File: config.mk
export PLATFORM = sky130hd
export DESIGN_NAME = io_uart_tx
export DESIGN_NICKNAME = d
export VERILOG_FILES = /design/src/rtl/io_uart_pkg.sv /design/src/rtl/io_uart_fifo.sv /design/src/rtl/io_uart_tx.sv
export SDC_FILE = /design/constraint.sdc
export NUM_CORES = 1
export LEC_CHECK = 0
export CORE_MARGIN = 2
export CORE_UTILIZATION = 58
export CTS_CLUSTER_DIAMETER = 120
export DETAILED_ROUTE_END_ITERATION = 12
export HOLD_SLACK_MARGIN = 0.08
export PLACE_DENSITY = 0.95
export SLEW_MARGIN = 30
export SYNTH_ARGS = -nofsm -noshare
export SYNTH_HDL_FRONTEND = slang
export SYNTH_HIERARCHICAL = 1
export SYNTH_SLANG_ARGS = --single-unit
File: constraint.sdc
create_clock -name CLK -period 5.3 [get_ports CLK]
set_input_delay 0.53 -clock CLK [delete_from_list [all_inputs] [get_ports CLK]]
set_output_delay 0.53 -clock CLK [all_outputs]
set_load 0.05 [all_outputs]
File: src/rtl/io_uart_pkg.sv
// Shared definitions for the memory-mapped UART transmitter: register offsets,
// STATUS bit layout and FSM states. Optional parity frame bit: IO_UART_PARITY_EN.
package io_uart_pkg;

  localparam logic [3:0] ADDR_TXDATA = 4'h0;
  localparam logic [3:0] ADDR_STATUS = 4'h4;

  localparam int STAT_BUSY      = 0;
  localparam int STAT_FULL      = 1;
  localparam int STAT_EMPTY     = 2;
  localparam int STAT_OVERFLOW  = 3;
  localparam int STAT_COUNT_LSB = 4;
  localparam int STAT_COUNT_W   = 7;
  localparam int STAT_PARITY    = 11;

  // Bit of a STATUS write that clears the sticky overflow flag.
  localparam int OVF_CLEAR_BIT = 3;

`ifdef IO_UART_PARITY_EN
  typedef enum logic [2:0] {
    IDLE,
    START,
    DATA,
    STOP,
    PARITY
  } tx_state_e;

  localparam logic PARITY_PRESENT = 1'b1;
`else
  typedef enum logic [1:0] {
    IDLE,
    START,
    DATA,
    STOP
  } tx_state_e;

  localparam logic PARITY_PRESENT = 1'b0;
`endif

endpackage

File: src/rtl/io_uart_fifo.sv
// Synchronous byte FIFO with first-word fall-through head, occupancy count and
// async active-low reset. Pushes while full and pops while empty are ignored.
module io_uart_fifo #(
  parameter int DEPTH = 8,
  parameter int WIDTH = 8
) (
  input  logic                     CLK,
  input  logic                     RESET,
  input  logic                     push,
  input  logic [WIDTH-1:0]         push_data,
  input  logic                     pop,
  output logic [WIDTH-1:0]         head,
  output logic                     full,
  output logic                     empty,
  output logic [$clog2(DEPTH):0]   count
);

  localparam int AW = $clog2(DEPTH);
  localparam int CW = AW + 1;

  logic [WIDTH-1:0] mem [DEPTH];
  logic [AW-1:0]    wr_ptr;
  logic [AW-1:0]    rd_ptr;
  logic             do_push;
  logic             do_pop;

  assign full    = (count == CW'(DEPTH));
  assign empty   = (count == '0);
  assign do_push = push && !full;
  assign do_pop  = pop && !empty;
  assign head    = mem[rd_ptr];

  // NOTE: sequential state uses non-blocking (<=) so every register samples
  // pre-edge values; blocking here would create order-dependent races.
  always_ff @(posedge CLK or negedge RESET) begin
    if (!RESET) begin
      wr_ptr <= '0;
      rd_ptr <= '0;
      count  <= '0;
    end else begin
      if (do_push) wr_ptr <= wr_ptr + AW'(1);
      if (do_pop)  rd_ptr <= rd_ptr + AW'(1);
      count <= count + CW'(do_push) - CW'(do_pop);
    end
  end

  // NOTE: the storage array is deliberately not reset; validity is tracked by
  // the pointers and count, which lets this map onto plain RAM/register files.
  always_ff @(posedge CLK) begin
    if (do_push) mem[wr_ptr] <= push_data;
  end

endmodule

File: src/rtl/io_uart_tx.sv
// Memory-mapped UART transmitter: TXDATA/STATUS registers feed a byte FIFO that
// is serialised LSB first on TXD. Define IO_UART_PARITY_EN for an even-parity bit.
module io_uart_tx #(
  parameter int CLKS_PER_BIT = 87,
  parameter int FIFO_DEPTH   = 8
) (
  input  logic        CLK,
  input  logic        RESET,
  input  logic        IOWriteEn,
  input  logic [3:0]  IOAddr,
  input  logic [31:0] IOWriteData,
  output logic [31:0] IOReadData,
  output logic        TXD,
  output logic        TxBusy
);

  import io_uart_pkg::*;

  localparam int CW = $clog2(FIFO_DEPTH) + 1;
  localparam int BW = $clog2(CLKS_PER_BIT);
  localparam logic [BW-1:0] BAUD_RELOAD = BW'(CLKS_PER_BIT - 1);

  // Bus decode
  logic wr_txdata;
  logic wr_status;
  logic ovf_set;
  logic ovf_clr;
  logic overflow;
  logic unused_wdata;

  // FIFO interface
  logic          fifo_push;
  logic          fifo_pop;
  logic [7:0]    fifo_head;
  logic          fifo_full;
  logic          fifo_empty;
  logic [CW-1:0] fifo_count;

  // Serialiser state
  tx_state_e     state, state_d;
  logic [BW-1:0] baud_cnt, baud_d;
  logic [7:0]    shift, shift_d;
  logic [2:0]    bit_idx, bit_idx_d;
  logic          txd_q, txd_d;
  logic          baud_done;
`ifdef IO_UART_PARITY_EN
  logic          parity_q, parity_d;
`endif

  assign wr_txdata    = IOWriteEn && (IOAddr == ADDR_TXDATA);
  assign wr_status    = IOWriteEn && (IOAddr == ADDR_STATUS);
  // Full is sampled before any same-edge pop, so a write while full is lost.
  assign fifo_push    = wr_txdata && !fifo_full;
  assign ovf_set      = wr_txdata && fifo_full;
  assign ovf_clr      = wr_status && IOWriteData[OVF_CLEAR_BIT];
  assign unused_wdata = ^IOWriteData[31:8];

  always_ff @(posedge CLK or negedge RESET) begin
    if (!RESET) begin
      overflow <= 1'b0;
    end else if (ovf_set) begin
      overflow <= 1'b1;
    end else if (ovf_clr) begin
      overflow <= 1'b0;
    end
  end

  io_uart_fifo #(
    .DEPTH (FIFO_DEPTH),
    .WIDTH (8)
  ) u_fifo (
    .CLK       (CLK),
    .RESET     (RESET),
    .push      (fifo_push),
    .push_data (IOWriteData[7:0]),
    .pop       (fifo_pop),
    .head      (fifo_head),
    .full      (fifo_full),
    .empty     (fifo_empty),
    .count     (fifo_count)
  );

  always_ff @(posedge CLK or negedge RESET) begin
    if (!RESET) begin
      state    <= IDLE;
      baud_cnt <= '0;
      shift    <= '0;
      bit_idx  <= '0;
      txd_q    <= 1'b1;
`ifdef IO_UART_PARITY_EN
      parity_q <= 1'b0;
`endif
    end else begin
      state    <= state_d;
      baud_cnt <= baud_d;
      shift    <= shift_d;
      bit_idx  <= bit_idx_d;
      txd_q    <= txd_d;
`ifdef IO_UART_PARITY_EN
      parity_q <= parity_d;
`endif
    end
  end

  assign baud_done = (baud_cnt == '0);

  // NOTE: every always_comb output gets a default first; a path that leaves
  // one unassigned would otherwise infer a latch.
  always_comb begin
    state_d   = state;
    baud_d    = baud_cnt;
    shift_d   = shift;
    bit_idx_d = bit_idx;
    txd_d     = txd_q;
    fifo_pop  = 1'b0;
`ifdef IO_UART_PARITY_EN
    parity_d  = parity_q;
`endif

    case (state)
      IDLE: begin
        txd_d = 1'b1;
        if (!fifo_empty) begin
          fifo_pop = 1'b1;
          shift_d  = fifo_head;
          baud_d   = BAUD_RELOAD;
          txd_d    = 1'b0;
          state_d  = START;
`ifdef IO_UART_PARITY_EN
          parity_d = ^fifo_head;
`endif
        end
      end

      START: begin
        if (baud_done) begin
          baud_d    = BAUD_RELOAD;
          txd_d     = shift[0];
          shift_d   = shift >> 1;
          bit_idx_d = '0;
          state_d   = DATA;
        end else begin
          baud_d = baud_cnt - BW'(1);
        end
      end

      DATA: begin
        if (baud_done) begin
          baud_d = BAUD_RELOAD;
          if (bit_idx == 3'd7) begin
`ifdef IO_UART_PARITY_EN
            txd_d   = parity_q;
            state_d = PARITY;
`else
            txd_d   = 1'b1;
            state_d = STOP;
`endif
          end else begin
            txd_d     = shift[0];
            shift_d   = shift >> 1;
            bit_idx_d = bit_idx + 3'd1;
          end
        end else begin
          baud_d = baud_cnt - BW'(1);
        end
      end

`ifdef IO_UART_PARITY_EN
      PARITY: begin
        if (baud_done) begin
          baud_d  = BAUD_RELOAD;
          txd_d   = 1'b1;
          state_d = STOP;
        end else begin
          baud_d = baud_cnt - BW'(1);
        end
      end
`endif

      STOP: begin
        if (baud_done) begin
          baud_d  = BAUD_RELOAD;
          state_d = IDLE;
        end else begin
          baud_d = baud_cnt - BW'(1);
        end
      end

      default: begin
        txd_d   = 1'b1;
        state_d = IDLE;
      end
    endcase
  end

  assign TXD    = txd_q;
  assign TxBusy = (state != IDLE) || !fifo_empty;

  // Loads complete in the same cycle, so the read path is purely combinational.
  always_comb begin
    IOReadData = '0;
    if (IOAddr == ADDR_STATUS) begin
      IOReadData[STAT_BUSY]     = TxBusy;
      IOReadData[STAT_FULL]     = fifo_full;
      IOReadData[STAT_EMPTY]    = fifo_empty;
      IOReadData[STAT_OVERFLOW] = overflow;
      IOReadData[STAT_COUNT_LSB +: STAT_COUNT_W] = STAT_COUNT_W'(fifo_count);
      IOReadData[STAT_PARITY]   = PARITY_PRESENT;
    end
  end

endmodule
==> metrics.log <==
[metrics] crit-path leading delay family: buffers and inverters
[metrics] weighted congestion reported at the end of routability-driven placement: 0.795
[metrics] worst setup path category: reg2out
[metrics] cell with the largest stage delay on the worst path: clkdlybuf4s50_1
[metrics] transition at the pin with the smallest max-transition slack: 880 ps
[metrics] distinct cell type count of the synthesized netlist: 43
[metrics] Port Buffers: 24
[metrics] mapped cell area: 0.00461 sq mm
[metrics] Crit path largest cell delay: 690 ps
[metrics] total met2 wirelength after detailed routing: 3.95 mm
[metrics] CTS Buffer Depth: 2
[metrics] share of final-layout standard cells stronger than drive strength 1: 0.171
[metrics] area delta synth->final: 10.7%
[metrics] portion of total power attributed to the clock network: 0.339
[metrics] initial core utilization: 0.596
[metrics] Post-Synthesis Mean Instance Area: 15.3 sq um
[metrics] main area contributors after synthesis: edfxtp_1 (42%), dfrtp_1 (17%), mux4_1 (9.1%)
[metrics] DR WL/cell: 17.2 um
[metrics] largest net degree at the start of global routing: 33
[metrics] data arrival time at the worst-slack endpoint: 2800 ps
[metrics] critical path data required time: 4770 ps
[metrics] clock tree sinks: 96
[metrics] CP endpoint kind: output pin
[metrics] Synth Warn #: 6
[metrics] Met3 Wirelength: 297 um
[metrics] Filler cells: 502
[metrics] count of instances resized after the clock tree is built: 0
[metrics] portion of the post-synthesis area used by sequential elements: 0.591
[metrics] Post CTS Setup Buffer Count: 0
[metrics] number of placed I/O pins: 73
[metrics] number of diodes: 0
[metrics] switching power share of the total: 0.259
[metrics] post-synth top area share: 0.417
[metrics] number of clock buffers inserted by TritonCTS: 9
[metrics] flip-flop and latch count after synthesis: 96
[metrics] half-perimeter wire length after placement: 5.02 mm
[metrics] via count of the first global-routing pass: 2444
[metrics] share of total power in combinational logic: 0.116
[metrics] highest ir drop seen on vdd: 0.239 mV
[metrics] combined buffer and inverter count along the critical path: 4
[metrics] master cell of the clock root buffer: clkbuf_8
[metrics] area of the multi-input gates: 0.00167 sq mm
[metrics] most frequent cells after synthesis: edfxtp_1 (64), dfrtp_1 (31), mux2_2 (29)
[metrics] hold-fix buffer count after cts: 0
[metrics] count of max-cap constraint violations: 0
[metrics] pins over their slew limit: 0
[metrics] cell with the most instances on the worst path: inv_1
[metrics] internal portion of total power: 1.18 mW
[metrics] share of the cycle needed by the critical path after routing: 0.628
[metrics] register cell area after layout: 0.00272 sq mm
[metrics] worst relative slew slack: 0.409
[metrics] per-cell via count in the routed design: 5.56
[metrics] antenna violations before repair: 0
[metrics] # H-tree levels: 3
[metrics] RSZ-0062 raised after global routing: no
[metrics] die height: 93.1 um
[metrics] critical-path maximum fanout: 7
[metrics] largest area contributor in the netlist: edfxtp_1
[metrics] upper clock frequency limit: 300 MHz
[metrics] remaining global-route overflow: 0
[metrics] remaining number of nets flagged by the antenna check after routing: 0
[metrics] launching element type of the critical path: flop
[metrics] clock tree from TritonCTS: built
[metrics] full die area: 0.00867 sq mm
[metrics] switching power summed over all nets: 0.413 mW
[metrics] Async SR Flop Fraction: 0.333
[metrics] Hold Worst Slack: 516 ps
[metrics] width of the chip: 93.1 um
[metrics] final routed DRC violation total: 0
[metrics] cells along the critical path: inv_1 -> ha_1 -> nor3b_1 -> buf_4 -> and2_1 -> inv_1 -> and3_1 -> clkdlybuf4s50_1
[metrics] aggregate global-route resource usage: 0.194
[metrics] cell with the most instances after synthesis: edfxtp_1
[metrics] clock transition time at the flip-flop clock pins of the worst setup and hold paths: 90 ps
[metrics] number of violations reported at the end of detailed-routing iteration 0: 122
[metrics] minimum clock period: 3330 ps
[metrics] FP Rows: 32
[metrics] M1 WL: 3.27 mm
[metrics] status: finished, final reports clean
[metrics] final setup violation count: 0
[metrics] path type of the worst min-delay path: reg2reg
[metrics] dominant register cell in the synthesized netlist: edfxtp_1
[metrics] Pre-antenna DRT Iters: 4
[metrics] number of nets in the layout: 392
[metrics] Post-Syn Instances: 302
[metrics] Pleak: 2.01 nW
[metrics] final-layout setup total negative slack: 0 ps
[metrics] global-route wire length before repair: 12.5 mm
[metrics] share of total power in sequential cells: 0.545
[metrics] latest clock arrival within the worst-skew pair: 360 ps
[metrics] number of enable-type register cells in the synthesized netlist: 64
[metrics] post-route clock skew: 6.59 ps
[metrics] Final Routed Wirelength: 7.61 mm
[metrics] topmost layer with routed signal wires: met4
[metrics] final hold violation count: 0
[metrics] vias post-DR: 2453
[metrics] PwrDens: 312 mW/mm^2
[metrics] core box area: 0.00773 sq mm
layout by cell type (no fill, tap or decap), drive strengths merged, types with 2 or more instances in the layout:
| cell | instances |
|---|---|
| nor3b | 3 |
| edfxtp | 64 |
| clkbuf | 9 |
| bufinv | 2 |
| nor2 | 13 |
| a21oi | 6 |
| nand3 | 5 |
| nand2b | 4 |
| a21o | 2 |
| and3 | 8 |
| nand2 | 10 |
| nor4 | 3 |
| nor3 | 8 |
| dfrtp | 31 |
| clkdlybuf4s50 | 24 |
| ha | 18 |
| xor2 | 6 |
| inv | 18 |
| nor2b | 2 |
| mux4 | 16 |
| mux2 | 29 |
| conb | 24 |
| o21ai | 3 |
| xnor2 | 5 |
| a22o | 5 |
| buf | 7 |
power groups by stage:
stage	sequential, mW	combinational (mW)	clock [mW]
global placement	0.878	0.175	0
detailed placement	0.881	0.182	0
finish	0.868	0.184	0.540
global route	0.872	0.207	0.582
CTS	0.867	0.184	0.551
floorplan	0.873	0.150	0
cells by family (layout without fill, tap and decap cells):
logic type | Yosys count | in the layout | share of synthesized area
compound gates | 21 | 21 | 0.0334
xor+xnor | 11 | 11 | 0.0209
fa+ha+maj | 19 | 19 | 0.0532
buf+inv | 47 | 61 | 0.0646
flops | 96 | 96 | 0.591
mux | 46 | 46 | 0.164
other cells | 1 | 24 | 0.000814
simple gates | 61 | 61 | 0.0714
sequential cells by signal (all words and copies together), names as in the netlist:
signal,flops
TXD,1
u_fifo/count,4
u_fifo/rd_ptr,3
state,2
bit_idx,3
u_fifo/mem,64
overflow,1
u_fifo/wr_ptr,3
baud_cnt,7
shift,8
through the flow:
stage | power, mW | instance area (sq um) | cells | setup slack (ps) | utilization
floorplan | 1.02 | 4690 | 325 | 2540 | -
global placement | 1.05 | 4870 | 425 | 1920 | 0.630
detailed placement | 1.06 | 4870 | 425 | 1790 | 0.630
CTS | 1.60 | 5100 | 441 | 1960 | 0.660
global route | 1.66 | 5100 | 441 | 1760 | 0.660
finish | 1.59 | 5100 | 441 | 1970 | 0.660
layout make-up:
class	count	area share
Timing Repair Buffer	31	0.0574
Clock buffer	9	0.0243
Clock inverter	7	0.0213
Inverter	14	0.0103
Tap cell	102	0.0250
Sequential cell	96	0.534
Multi-Input combinational cell	182	0.328
per-layer routing:
metal  global-route usage  up-vias
met4               0.0711        0
met3               0.0475        9
met1                0.253     1238
met2                0.321       63
met5                    0        -
li1                     -     1143
worst paths after layout:
kind | start | endpoint | slack (ps) | depth (start not counted)
max reg2reg | u_fifo/count[2] | u_fifo/count[2] | 2550 | 12
max | u_fifo/count[2] | IOReadData[0] | 1970 | 8
min reg2reg | shift[1] | shift[1] | 520 | 1
max in group asynchronous | RESET | TXD | 4420 | 2
min in group asynchronous | RESET | baud_cnt[6] | 550 | 2
min | shift[1] | shift[1] | 520 | 1
No activity file was read; power rests on OpenSTA's default activity.
